==> src/rtl/iir_coef_loader_if.sv <==
// Coefficient write bus: valid/ready word stream with a bank-start marker.
// The master drives words; the loader (slave) returns ready.
interface iir_coef_loader_if;
  logic        wr_valid;
  logic        wr_ready;
  logic        wr_first;
  logic [31:0] wr_data;

  modport master (output wr_valid, output wr_first, output wr_data, input wr_ready);
  modport slave  (input wr_valid, input wr_first, input wr_data, output wr_ready);
endinterface

==> src/rtl/iir_coef_loader.sv <==
// Assembles five double-precision biquad coefficients from ten 32-bit words into
// a shadow bank and commits them atomically on a sample boundary.
module iir_coef_loader #(
  parameter int unsigned NEG_A        = 1,
  parameter int unsigned CHECK_FINITE = 1
) (
  input  logic                  clk_fast,
  input  logic                  rst_b,
  iir_coef_loader_if.slave      wr,
  input  logic                  sample_tick,
  output logic [63:0]           b0,
  output logic [63:0]           b1,
  output logic [63:0]           b2,
  output logic [63:0]           a1,
  output logic [63:0]           a2,
  output logic                  pending,
  output logic                  commit_pulse,
  output logic                  seq_err,
  output logic                  coef_err
);

  localparam logic [63:0] B0_RESET = 64'h3FF0_0000_0000_0000;
  localparam logic        NEG      = (NEG_A != 0);
  localparam logic        CHK      = (CHECK_FINITE != 0);

  typedef enum logic [1:0] {IDLE, LOAD, PENDING, COMMIT} state_t;

  state_t      state, state_nxt;
  logic [3:0]  idx, idx_nxt;
  logic [31:0] shadow [10];
  logic        ready_q;
  logic        xfer;
  logic        bad_bank;

  logic        store;
  logic [3:0]  store_idx;
  logic        ready_nxt;
  logic        pending_nxt;
  logic        seq_nxt;
  logic        commit_nxt;
  logic        coef_nxt;

  assign wr.wr_ready = ready_q;
  assign xfer        = wr.wr_valid & ready_q;

  // Exponent field of each coefficient lives in bits [30:20] of its upper word.
  assign bad_bank = CHK & ((shadow[0][30:20] == 11'h7FF) |
                           (shadow[2][30:20] == 11'h7FF) |
                           (shadow[4][30:20] == 11'h7FF) |
                           (shadow[6][30:20] == 11'h7FF) |
                           (shadow[8][30:20] == 11'h7FF));

  always_ff @(posedge clk_fast or negedge rst_b) begin
    if (!rst_b) state <= IDLE;
    else        state <= state_nxt;
  end

  always_comb begin
    state_nxt = state;
    case (state)
      IDLE:    if (xfer && wr.wr_first) state_nxt = LOAD;
      LOAD:    if (xfer && !wr.wr_first && idx == 4'd9) state_nxt = PENDING;
      PENDING: if (sample_tick) state_nxt = COMMIT;
      COMMIT:  state_nxt = IDLE;
      default: state_nxt = IDLE;
    endcase
  end

  // Registered outputs are driven from next-state values so they align with the state.
  always_comb begin
    store       = 1'b0;
    store_idx   = idx;
    idx_nxt     = idx;
    seq_nxt     = 1'b0;
    commit_nxt  = 1'b0;
    coef_nxt    = 1'b0;
    ready_nxt   = (state_nxt == IDLE) || (state_nxt == LOAD);
    pending_nxt = (state_nxt == PENDING);
    case (state)
      IDLE: begin
        if (xfer) begin
          if (wr.wr_first) begin
            store     = 1'b1;
            store_idx = 4'd0;
            idx_nxt   = 4'd1;
          end else begin
            seq_nxt = 1'b1;
          end
        end
      end
      LOAD: begin
        if (xfer) begin
          store = 1'b1;
          if (wr.wr_first) begin
            store_idx = 4'd0;
            idx_nxt   = 4'd1;
            seq_nxt   = 1'b1;
          end else begin
            store_idx = idx;
            idx_nxt   = (idx == 4'd9) ? 4'd0 : idx + 4'd1;
          end
        end
      end
      PENDING: begin
        if (sample_tick) begin
          if (bad_bank) coef_nxt   = 1'b1;
          else          commit_nxt = 1'b1;
        end
      end
      COMMIT: idx_nxt = 4'd0;
      default: idx_nxt = 4'd0;
    endcase
  end

  always_ff @(posedge clk_fast or negedge rst_b) begin
    if (!rst_b) begin
      idx          <= '0;
      shadow       <= '{default: '0};
      ready_q      <= 1'b0;
      pending      <= 1'b0;
      seq_err      <= 1'b0;
      commit_pulse <= 1'b0;
      coef_err     <= 1'b0;
    end else begin
      idx          <= idx_nxt;
      ready_q      <= ready_nxt;
      pending      <= pending_nxt;
      seq_err      <= seq_nxt;
      commit_pulse <= commit_nxt;
      coef_err     <= coef_nxt;
      if (store) shadow[store_idx] <= wr.wr_data;
    end
  end

  // The biquad adds its a-terms, so the sign of a1/a2 is flipped here.
  always_ff @(posedge clk_fast or negedge rst_b) begin
    if (!rst_b) begin
      b0 <= B0_RESET;
      b1 <= '0;
      b2 <= '0;
      a1 <= '0;
      a2 <= '0;
    end else if (commit_nxt) begin
      b0 <= {shadow[0], shadow[1]};
      b1 <= {shadow[2], shadow[3]};
      b2 <= {shadow[4], shadow[5]};
      a1 <= {shadow[6][31] ^ NEG, shadow[6][30:0], shadow[7]};
      a2 <= {shadow[8][31] ^ NEG, shadow[8][30:0], shadow[9]};
    end
  end

endmodule

==> src/flat_wrapper.sv <==
// flat-port wrapper written by rule: the top's interface ports become plain ports
module iir_coef_loader_flat 
#(
  parameter int unsigned NEG_A        = 1,
  parameter int unsigned CHECK_FINITE = 1
)
  (clk_fast, rst_b, sample_tick, b0, b1, b2, a1, a2, pending, commit_pulse, seq_err, coef_err, wr_wr_valid, wr_wr_first, wr_wr_data, wr_wr_ready);
  iir_coef_loader_if wr_i ();
  input  logic clk_fast;
  input  logic rst_b;
  input  logic sample_tick;
  output logic [63:0] b0;
  output logic [63:0] b1;
  output logic [63:0] b2;
  output logic [63:0] a1;
  output logic [63:0] a2;
  output logic pending;
  output logic commit_pulse;
  output logic seq_err;
  output logic coef_err;
  input wire logic [$bits(wr_i.wr_valid)-1:0] wr_wr_valid;
  input wire logic [$bits(wr_i.wr_first)-1:0] wr_wr_first;
  input wire logic [$bits(wr_i.wr_data)-1:0] wr_wr_data;
  output wire logic [$bits(wr_i.wr_ready)-1:0] wr_wr_ready;
  assign wr_i.wr_valid = wr_wr_valid;
  assign wr_i.wr_first = wr_wr_first;
  assign wr_i.wr_data = wr_wr_data;
  assign wr_wr_ready = wr_i.wr_ready;
  iir_coef_loader #(.NEG_A(NEG_A), .CHECK_FINITE(CHECK_FINITE)) u_core (.clk_fast(clk_fast), .rst_b(rst_b), .wr(wr_i), .sample_tick(sample_tick), .b0(b0), .b1(b1), .b2(b2), .a1(a1), .a2(a2), .pending(pending), .commit_pulse(commit_pulse), .seq_err(seq_err), .coef_err(coef_err));
endmodule
==> config.mk <==
export PLATFORM = sky130hd
export DESIGN_NAME = iir_coef_loader_flat
export DESIGN_NICKNAME = d
export VERILOG_FILES = /design/src/rtl/iir_coef_loader_if.sv /design/src/rtl/iir_coef_loader.sv /design/src/flat_wrapper.sv
export SDC_FILE = /design/constraint.sdc
export NUM_CORES = 1
export LEC_CHECK = 0
export ABC_AREA = 1
export BUFFER_PORTS_ARGS = -buffer_cell sky130_fd_sc_hd__buf_2
export CAP_MARGIN = 40
export CORE_UTILIZATION = 45
export CTS_CLUSTER_SIZE = 25
export DETAILED_ROUTE_END_ITERATION = 10
export GPL_ROUTABILITY_DRIVEN = 0
export PLACE_DENSITY = 0.77
export SLEW_MARGIN = 20
export SYNTH_ARGS = -nofsm -noshare
export SYNTH_HDL_FRONTEND = slang
export SYNTH_SLANG_ARGS = --single-unit
==> constraint.sdc <==
create_clock -name clk_fast -period 1.5 [get_ports clk_fast]
set_input_delay 0.075 -clock clk_fast [delete_from_list [all_inputs] [get_ports clk_fast]]
set_output_delay 0.075 -clock clk_fast [all_outputs]
set_load 0.01 [all_outputs]
== Word-level counts from Yosys, hierarchy flattened ==
Cells that the tools add are included.
Operators by class
  equality and inequality tests: 14
  reduce and logical (&&, ||, !) cells: 11
  multiplexer cells: 29
  add/sub/neg operators: 1
  magnitude comparators: 2
  bitwise operators: 8
Operators by type and width (number)
  $bwmux W320: 1
  $demux W32 S4: 1
  $eq A11 B11 Y1 const B: 5
  $mux W32: 1
  $mux W4: 8
  $pmux W4 S3: 1
  $mux W1: 11
  $pmux W2 S4: 1
  $eq A2 B2 Y1 const B: 3
  $mux W2: 3
  $ge A5 B5 Y1 const B: 1
  $lt A5 B1 Y1 const B: 1
  $not A4 Y5: 1
  $add A4 B1 Y4 const B: 1
  $eq A2 B1 Y1 const B: 2
  $eq A4 B4 Y1 const B: 1
  $logic_and A1 B1 Y1: 4
  $logic_not A2 Y1: 2
  $ne A2 B1 Y1 const B: 2
  $or A1 B1 Y1: 4
  $pmux W1 S2: 2
  $reduce_and A4 Y1: 1
  $reduce_bool A3 Y1: 1
  $ne A2 B2 Y1 const B: 1
  5 further kinds: 6
Storage, ports and cells
  output and inout bits: 325
  bits of input ports: 37
  logic and storage cells: 87
  register bits: 651

== Depth between registers and ports, before layout ==
Gate-level depths: netlist of the first run.
  depth after elaboration: 9
  depth in mapped cells: 10
  depth with buffers taken out: 9

== Least setup slack after synthesis of the first run ==
OpenSTA, ideal clock, no wires.
  kind: register to register
  start point: register u_core.ready_q, in the netlist u_core.wr.wr_ready
  end point: register u_core.shadow[184] (netlist bit)
  clock period less this slack: 1550 ps
  arrival time: 1420 ps
  data required time: 1370 ps
  setup slack: -50 ps
  buffers on the path: 1
  setup time: 130 ps
  cell stages (with the launch flop): 10
  cells stage by stage: dfrtp_1 -> nand2_1 -> inv_1 -> nand2_2 -> nand2_1 -> nor2_2 -> nand3_2 -> buf_2 -> nand2_1 -> o21ai_0
On the way
  cells in the longest elaborated chain, start to end: 9
  elaborated cells on any way between the ends: 13
  those cells by class: order compare: 2; mux: 8; bitwise: 2; reduce/logical: 1
Ends and longest elaborated chain
  start: declaration: line iir_coef_loader.sv:31  | logic ready_q;
  start signal: assignment: line iir_coef_loader.sv:126  | ready_q <= ready_nxt;
  $and A1 B1 Y1 *: line iir_coef_loader.sv:44  | assign xfer = wr.wr_valid & ready_q;
  $mux W4: line iir_coef_loader.sv:92  | if (xfer) begin
  $mux W4
  $not A4 Y5 (not written as such): line iir_coef_loader.sv:131  | if (store) shadow[store_idx] <= wr.wr_data;
  $ge A5 B5 Y1 (not written as such) / $lt A5 B1 Y1 (equally long branches): line iir_coef_loader.sv:131
  $logic_and A1 B1 Y1 (not written as such): line iir_coef_loader.sv:131
  $mux W32 (not written as such): line iir_coef_loader.sv:131
  $demux W32 S4: line iir_coef_loader.sv:131
  $bwmux W320: line iir_coef_loader.sv:131
  end signal: indexed assignment: line iir_coef_loader.sv:131
  end: declaration: line iir_coef_loader.sv:30  | logic [31:0] shadow [10];
Mark *: on every way between the ends. The rest lies on a longest branch, timed or not.
A chain may end at the register's enable or synchronous reset.

== Worst setup path in the final report of the first run ==
  start point: register u_core.ready_q, in the netlist u_core.wr.wr_ready
  end point: register u_core.shadow[22] (netlist bit)
Same word-level chain as after synthesis.

==> summary.md, run 1 <==
| Metric | Value |
|---|---|
| Leakage | `0.01827 uW` |
| Final setup slack of the worst path | `-0.2847 ns` |
| Multi-input gate area | `0.007915 sq mm` |
| # setup viols final | `642` |
| Synth Area in Compound Gates | `6.714%` |
| Reg area | `0.01630 sq mm` |
| Mean Syn Cell Area | `9.607 sq um` |
| First-pass GRT wire length | `122800 microns` |
| Maximum clock insertion buffer count | `3` |
| Cells after synthesis | `2611` |
| Antenna viol nets, final | `0` |
| Post-Syn Nets | `2650` |
| DR vias | `22430` |
| Chip Width | `238.1 microns` |
| Critical Path RT | `1.98 ns` |
| # IOs | `362` |
| Pin count of the biggest net entering global routing | `76` |
| DRC violations left | `0` |
| Arrival time at the worst endpoint | `2.27 ns` |
| Adder-Cell Fraction of Synth Area | `0.09976%` |
| Power per Cell Area | `1437 mW/mm^2` |
| Crit-path cells | `nand2_4, inv_4, nand2_4, inv_2, nor3_4, buf_6, nand2_8, clkbuf_16, nand2_1, o21ai_0` |
| DR pass1 iterations | `6` |
| Post-route setup TNS | `-87.62 ns` |
| Crit end category | `flop` |
| WP depth | `10` |
| Worst Reg-to-Reg Cells | `10` |
| Clk slew on worst S/H paths | `0.06 ns` |
| Most frequent cell on the critical path | `nand2_4` |
| Top delay family on crit path | `simple AND/OR/NAND/NOR gates` |
| CTS Sinks | `651` |
| CTS tree | `built` |
| CTS buffer count | `69` |
| Headroom to the max-slew limit | `59.93%` |
| Synth unique cells | `26` |
| Xor and xnor area share after synthesis | `0.03492%` |
| Synth Area in Simple Gates | `23.99%` |
| Skew-Pair Late Insertion Delay | `0.61 ns` |
| Failing checks | `setup timing` |
| Slowest cell on the critical path | `dfrtp_1` |
| Worst-Margin Slew | `0.6004 ns` |
| Hold Violations, Final | `0` |
| WL per Instance | `22.35 microns` |
| Number of synthesized register bits | `651` |
| Area after DPL | `0.02951 sq mm` |
| Synth warnings | `0` |
| PortBufs | `361` |
| Commonest non-fill, non-tap cell in the layout | `nand2_1` |
| Status | `complete, but fails checks` |
| GR peak layer | `met2` |
| Area Overhead vs Synth | `34.07%` |
| CP Max Fanout | `17` |
| Multiplexer area fraction after synthesis | `0%` |
| Post-Synthesis Cell Area | `0.02508 sq mm` |
| WL final | `88320 microns` |
| Tightest Hold Check Type | `input port to flop` |
| Initial Utilization | `45.53%` |
| Max Cap Viol | `0` |
| Total GRT Usage | `28.67%` |
| Max VDD drop | `0.9017 mV` |
| Worst Setup SP | `u_core.wr.wr_ready` |
| Core Area | `0.05509 sq mm` |
| Slew Limit Fails | `0` |
| Crit path kind | `flop to flop` |
| Final-layout fill cell count | `4354` |
| Register share of total power | `48.0%` |
| Final core utilization | `61.04%` |
| Clock network power share | `37.2%` |
| Worst path max stage delay | `0.42 ns` |
| Main combinational cell family by area after synthesis | `simple AND/OR/NAND/NOR gates` |
| Final Power | `48320 uW` |
| Sequential-to-total area share from yosys stat | `64.99%` |
| Maximum clock rate | `560.3 MHz` |
| Sw power | `13380 uW` |
| Detailed Place HPWL | `52050 microns` |
| RSZ-0062 raised after global routing | `true` |
| GR Util met2 | `44.01%` |
| Initial drt markers | `2488` |
| Crit path to | `u_core.shadow[22]` |
| Minimum clock period | `1.785 ns` |
| GRT met3 Usage | `6.398%` |
| Antenna violations before repair | `7` |
| Vias in the first global route | `20480` |
| Post-Route Skew | `0.02684 ns` |
| Worst R2R Setup Slack | `-0.28 ns` |
| Die area | `0.05669 sq mm` |
| R2r startpoint | `u_core.wr.wr_ready` |
| Sw frac | `27.69%` |
| Row Count | `86` |
| Met1 usage | `38.65%` |
| Layout cells sized above 1 | `25.02%` |
| Internal power | `34940 uW` |
| Worst R2R End | `u_core.shadow[22]` |
| Period utilisation layout | `119.0%` |
| Combinational cell fraction of total power | `14.8%` |
| Clk root buf | `clkbuf_16` |
| Ys async rst share | `100.0%` |
| EDFF count, synth | `0` |
| Dpl ws | `-0.3094 ns` |
| Finished layout cell area | `0.03363 sq mm` |
| Die H | `238.1 microns` |
| Global route overflow | `0` |
| H-tree levels | `3` |
| Worst Path Buf+Inv | `4` |
| Startpoint types | `flop` |
| Avg Vias per Cell | `5.676` |
| Commonest non-fill, non-tap cells in the layout | `nand2_1, dfrtp_1, buf_2` |
| Top_reg_cell synth | `dfrtp_1` |
| Nets | `3190` |
how the worst min path moves through the flow:
stage	endpoint	cells past startpoint	start
after floorplan	u_core.a1[0]	0	rst_b
after global placement	u_core.shadow[234]	1	rst_b
after detailed placement	u_core.shadow[234]	1	rst_b
after CTS	u_core.shadow[19]	4	wr_wr_data[19]
after global routing	u_core.shadow[275]	4	wr_wr_data[19]
final	u_core.shadow[83]	4	wr_wr_data[19]
metrics by stage:
| stage | instances | hold WS [ns] |
|---|---|---|
| floorplan | 2611 | -0.2206 |
| global placement | 3740 | 0.02217 |
| detailed placement | 3740 | 0.02539 |
| CTS | 3899 | 0.01134 |
| global route | 3949 | 0.02032 |
| finish | 3952 | 0.02198 |
flip-flops by register name, summed over array words and instances, names as in the netlist, 2 cells and up:
| name | count |
|---|---|
| u_core.shadow | 320 |
| u_core.a1 | 64 |
| u_core.a2 | 64 |
| u_core.b0 | 64 |
| u_core.b1 | 64 |
| u_core.b2 | 64 |
| u_core.idx | 4 |
| u_core.state | 2 |
worst reg2reg max path, stage by stage, from the launching register on:
cell and delay, ns:
dfrtp_1 0.42, nand2_4 0.12, inv_4 0.05, nand2_4 0.10, inv_2 0.08, nor3_4 0.26, buf_6 0.16, nand2_8 0.10
clkbuf_16 0.21, nand2_1 0.09, o21ai_0 0.09
what timing repair did:
| action | 4_1_cts | 5_1_grt |
|---|---|---|
| gates resized for setup | 36 | 89 |
| buffers inserted | 4 | 8 |
| pin swaps | 7 | 69 |
| hold endpoints to repair | 817 | 1 |
| setup endpoints to repair | 644 | 648 |
| gates cloned | 1 | 42 |
| hold buffers | 33 | 1 |
final cells by class:
class,instances,area share (%)
multi-input cells,1707,23.54
inverters,53,0.6436
repair buffers,669,17.46
clock buffers,100,6.146
diodes,3,0.02232
well taps,748,2.783
flip-flops and latches,651,48.48
clock inverters,21,0.9301
per-layer routing:
metal,wire length (microns),up-vias
li1,-,9844
met1,33970,11031
met2,40840,1311
met3,8867,242
met4,4635,2
met5,13,-
cells in the mapped netlist (3+ instances only):
cell type	count	area, sq um
nand2_2	5	31.28
nand3_2	3	30.03
a21oi_1	3	15.01
o21ai_0	317	1587
dfstp_2	10	262.8
nand2_1	1001	3757
buf_1	6	22.52
buf_2	71	355.3
nand4_1	320	2002
o21ai_1	9	45.04
nand3_1	12	60.06
clkbuf_1	117	439.2
nor2_1	22	82.58
nor2_2	3	18.77
clkbuf_2	6	30.03
inv_1	50	187.7
dfrtp_1	641	16040
kinds of logic after synthesis:
family | after synthesis
and+or+nand+nor | 1370
DFF | 651
AOI/OAI and AO/OA | 334
buffers and inverters | 253
adders and majority gates | 2
xor gates and xnor gates | 1
power groups by stage:
stage	Sequential [uW]	Clock, uW	Combinational [uW]
floorplan	22900	0	3320
global placement	23100	0	6050
detailed placement	23200	0	6340
CTS	23000	18100	6550
global route	23500	18800	8040
finish	23200	18000	7150
No activity file was read; power rests on OpenSTA's default activity.
==> run 2, diff against run 1 <==
CORE_UTILIZATION = 41   (was 45)
PLACE_DENSITY = 0.6   (was 0.77)
==> run 2 against run 1 <==
Against the previous run:
- the flow still finishes with violations (setup timing)
- die area increased by 9.7%
- combinational power grew 2%
- clock skew down 0.0071 ns
- routed wire length up 6.6%
- utilization decreased by 3.0 points
- global-route usage decreased by 1.0 points
- hold slack lost 0.0044 ns
- first-iteration DRC count decreased by 14%
- critical path type unchanged
==> summary.md, run 2 (same netlist as run 1, synthesis figures left out) <==
| Metric | Value |
|---|---|
| Status | `complete, but fails checks` |
| Failing checks | `setup timing` |
| H-tree levels | `3` |
| Worst-Margin Slew | `0.7153 ns` |
| Crit-path cells | `nand2_2, inv_2, o211ai_1, inv_2, nand3_4, buf_12, clkbuf_16, o21ai_0` |
| Period utilisation layout | `119.4%` |
| Skew-Pair Late Insertion Delay | `0.61 ns` |
| Antenna violations before repair | `9` |
| Clk slew on worst S/H paths | `0.07 ns` |
| CTS Sinks | `651` |
| PortBufs | `361` |
| DR pass1 iterations | `5` |
| Leakage | `0.01868 uW` |
| Maximum clock rate | `558.4 MHz` |
| CTS tree | `built` |
| Largest register FFs | `320` |
| Tightest Hold Check Type | `input port to flop` |
| CP Max Fanout | `17` |
| DR vias | `22418` |
| Power per Cell Area | `1352 mW/mm^2` |
| WL per Instance | `23.52 microns` |
| Crit path kind | `flop to flop` |
| Largest Register | `u_core.shadow` |
| Slowest cell on the critical path | `dfrtp_1` |
| Area after DPL | `0.02954 sq mm` |
| WL final | `94160 microns` |
| Hold Violations, Final | `0` |
| Row Count | `90` |
| Vias in the first global route | `20623` |
| Chip Width | `249.3 microns` |
| Final core utilization | `58.05%` |
| Total GRT Usage | `27.67%` |
| Commonest non-fill, non-tap cells in the layout | `nand2_1, dfrtp_1, buf_2` |
| Final-layout fill cell count | `5061` |
| DRC violations left | `0` |
| CTS buffer count | `70` |
| Layout cells sized above 1 | `31.57%` |
| Nets | `3212` |
| Minimum clock period | `1.791 ns` |
| Initial Utilization | `41.56%` |
| Most frequent cell on the critical path | `inv_2` |
| RSZ-0062 raised after global routing | `true` |
| First-pass GRT wire length | `129700 microns` |
| Max VDD drop | `0.6969 mV` |
| Avg Vias per Cell | `5.599` |
| Antenna viol nets, final | `0` |
| Worst R2R Setup Slack | `-0.29 ns` |
| Crit end category | `flop` |
| Finished layout cell area | `0.03504 sq mm` |
| Max Cap Viol | `0` |
| Pin count of the biggest net entering global routing | `80` |
| Post-Route Skew | `0.01976 ns` |
| Top delay family on crit path | `buffers and inverters` |
| Headroom to the max-slew limit | `52.26%` |
| Worst path max stage delay | `0.36 ns` |
| Clk root buf | `clkbuf_16` |
| Worst Path Buf+Inv | `4` |
| Startpoint types | `flop` |
| # setup viols final | `642` |
| Commonest non-fill, non-tap cell in the layout | `nand2_1` |
| Global route overflow | `0` |
| Detailed Place HPWL | `53350 microns` |
| Slew Limit Fails | `0` |
| Arrival time at the worst endpoint | `2.28 ns` |
| Die area | `0.06217 sq mm` |
| Critical Path RT | `1.99 ns` |
| # IOs | `362` |
| Post-route setup TNS | `-106.69 ns` |
| Initial drt markers | `2138` |
| Core Area | `0.06036 sq mm` |
| Die H | `249.3 microns` |
| Maximum clock insertion buffer count | `3` |
| Final setup slack of the worst path | `-0.2908 ns` |
| Area Overhead vs Synth | `39.68%` |
-- run 2: cell types whose count changed in the layout (fill, tap and decap cells not counted), sizes merged --
cell	before	now
clkinv	10	11
bufinv	7	1
clkbuf	135	139
dlygate4sd3	33	22
diode	3	1
buf	600	631
inv	56	55
bufbuf	1	3
-- run 2: stage by stage --
stage	hold slack [ns]	cells	worst slack, ns	power (uW)
floorplan	-0.2206	2611	0.009217	26200
global placement	0.01930	3763	-0.3860	29270
detailed placement	0.01724	3763	-0.3681	29630
CTS	0.002833	3947	-0.2588	46540
global route	0.003493	4003	-0.4033	49420
finish	0.01760	4004	-0.2908	47380
-- run 2: power by group --
part,switching (uW),internal (uW)
clock network,7060,9840
registers,2150,21000
logic,4020,3270
-- run 2: what timing repair did --
item	4_1_cts	5_1_grt
gates resized for setup	70	290
endpoints found under the hold margin	713	0
pin swaps	46	38
gates cloned	20	45
endpoints found under the setup margin	642	651
hold buffers	24	0
setup buffers	21	15
-- run 2: cell type report --
| class | instances | area [sq um] | area share (%) |
|---|---|---|---|
| sequential | 651 | 16310 | 46.54 |
| multi-input combinational | 1707 | 8668 | 24.74 |
| timing repair buffer | 690 | 6649 | 18.98 |
| clock buffer | 105 | 2105 | 6.006 |
| tap | 782 | 978.4 | 2.793 |
| inverter | 53 | 214.0 | 0.6106 |
| clock inverter | 15 | 113.9 | 0.3250 |
| antenna | 1 | 2.502 | 0.007142 |
-- run 2: worst paths after layout --
kind,start,to,cells after the start
setup / recovery,u_core.wr.wr_ready,u_core.shadow[305],8
hold / removal,wr_wr_data[22],u_core.shadow[214],3
setup reg to reg,u_core.wr.wr_ready,u_core.shadow[305],8
hold reg to reg,u_core.a2[31],u_core.a2[31],2
max in group asynchronous,rst_b,u_core.a1[17],3
min in group asynchronous,rst_b,u_core.b0[61],2
-- run 2: per-layer routing --
metal,GRT usage [%],up-vias,routed length [microns]
met4,9.947,0,3528
met1,38.05,11275,37570
met5,0,-,0
met2,44.49,1074,45150
li1,-,9880,-
met3,4.410,189,7908
-- run 2: worst min-delay path, stage by stage --
cell     delay [ns]
buf_2          0.08
inv_1          0.20
o21ai_0        0.22
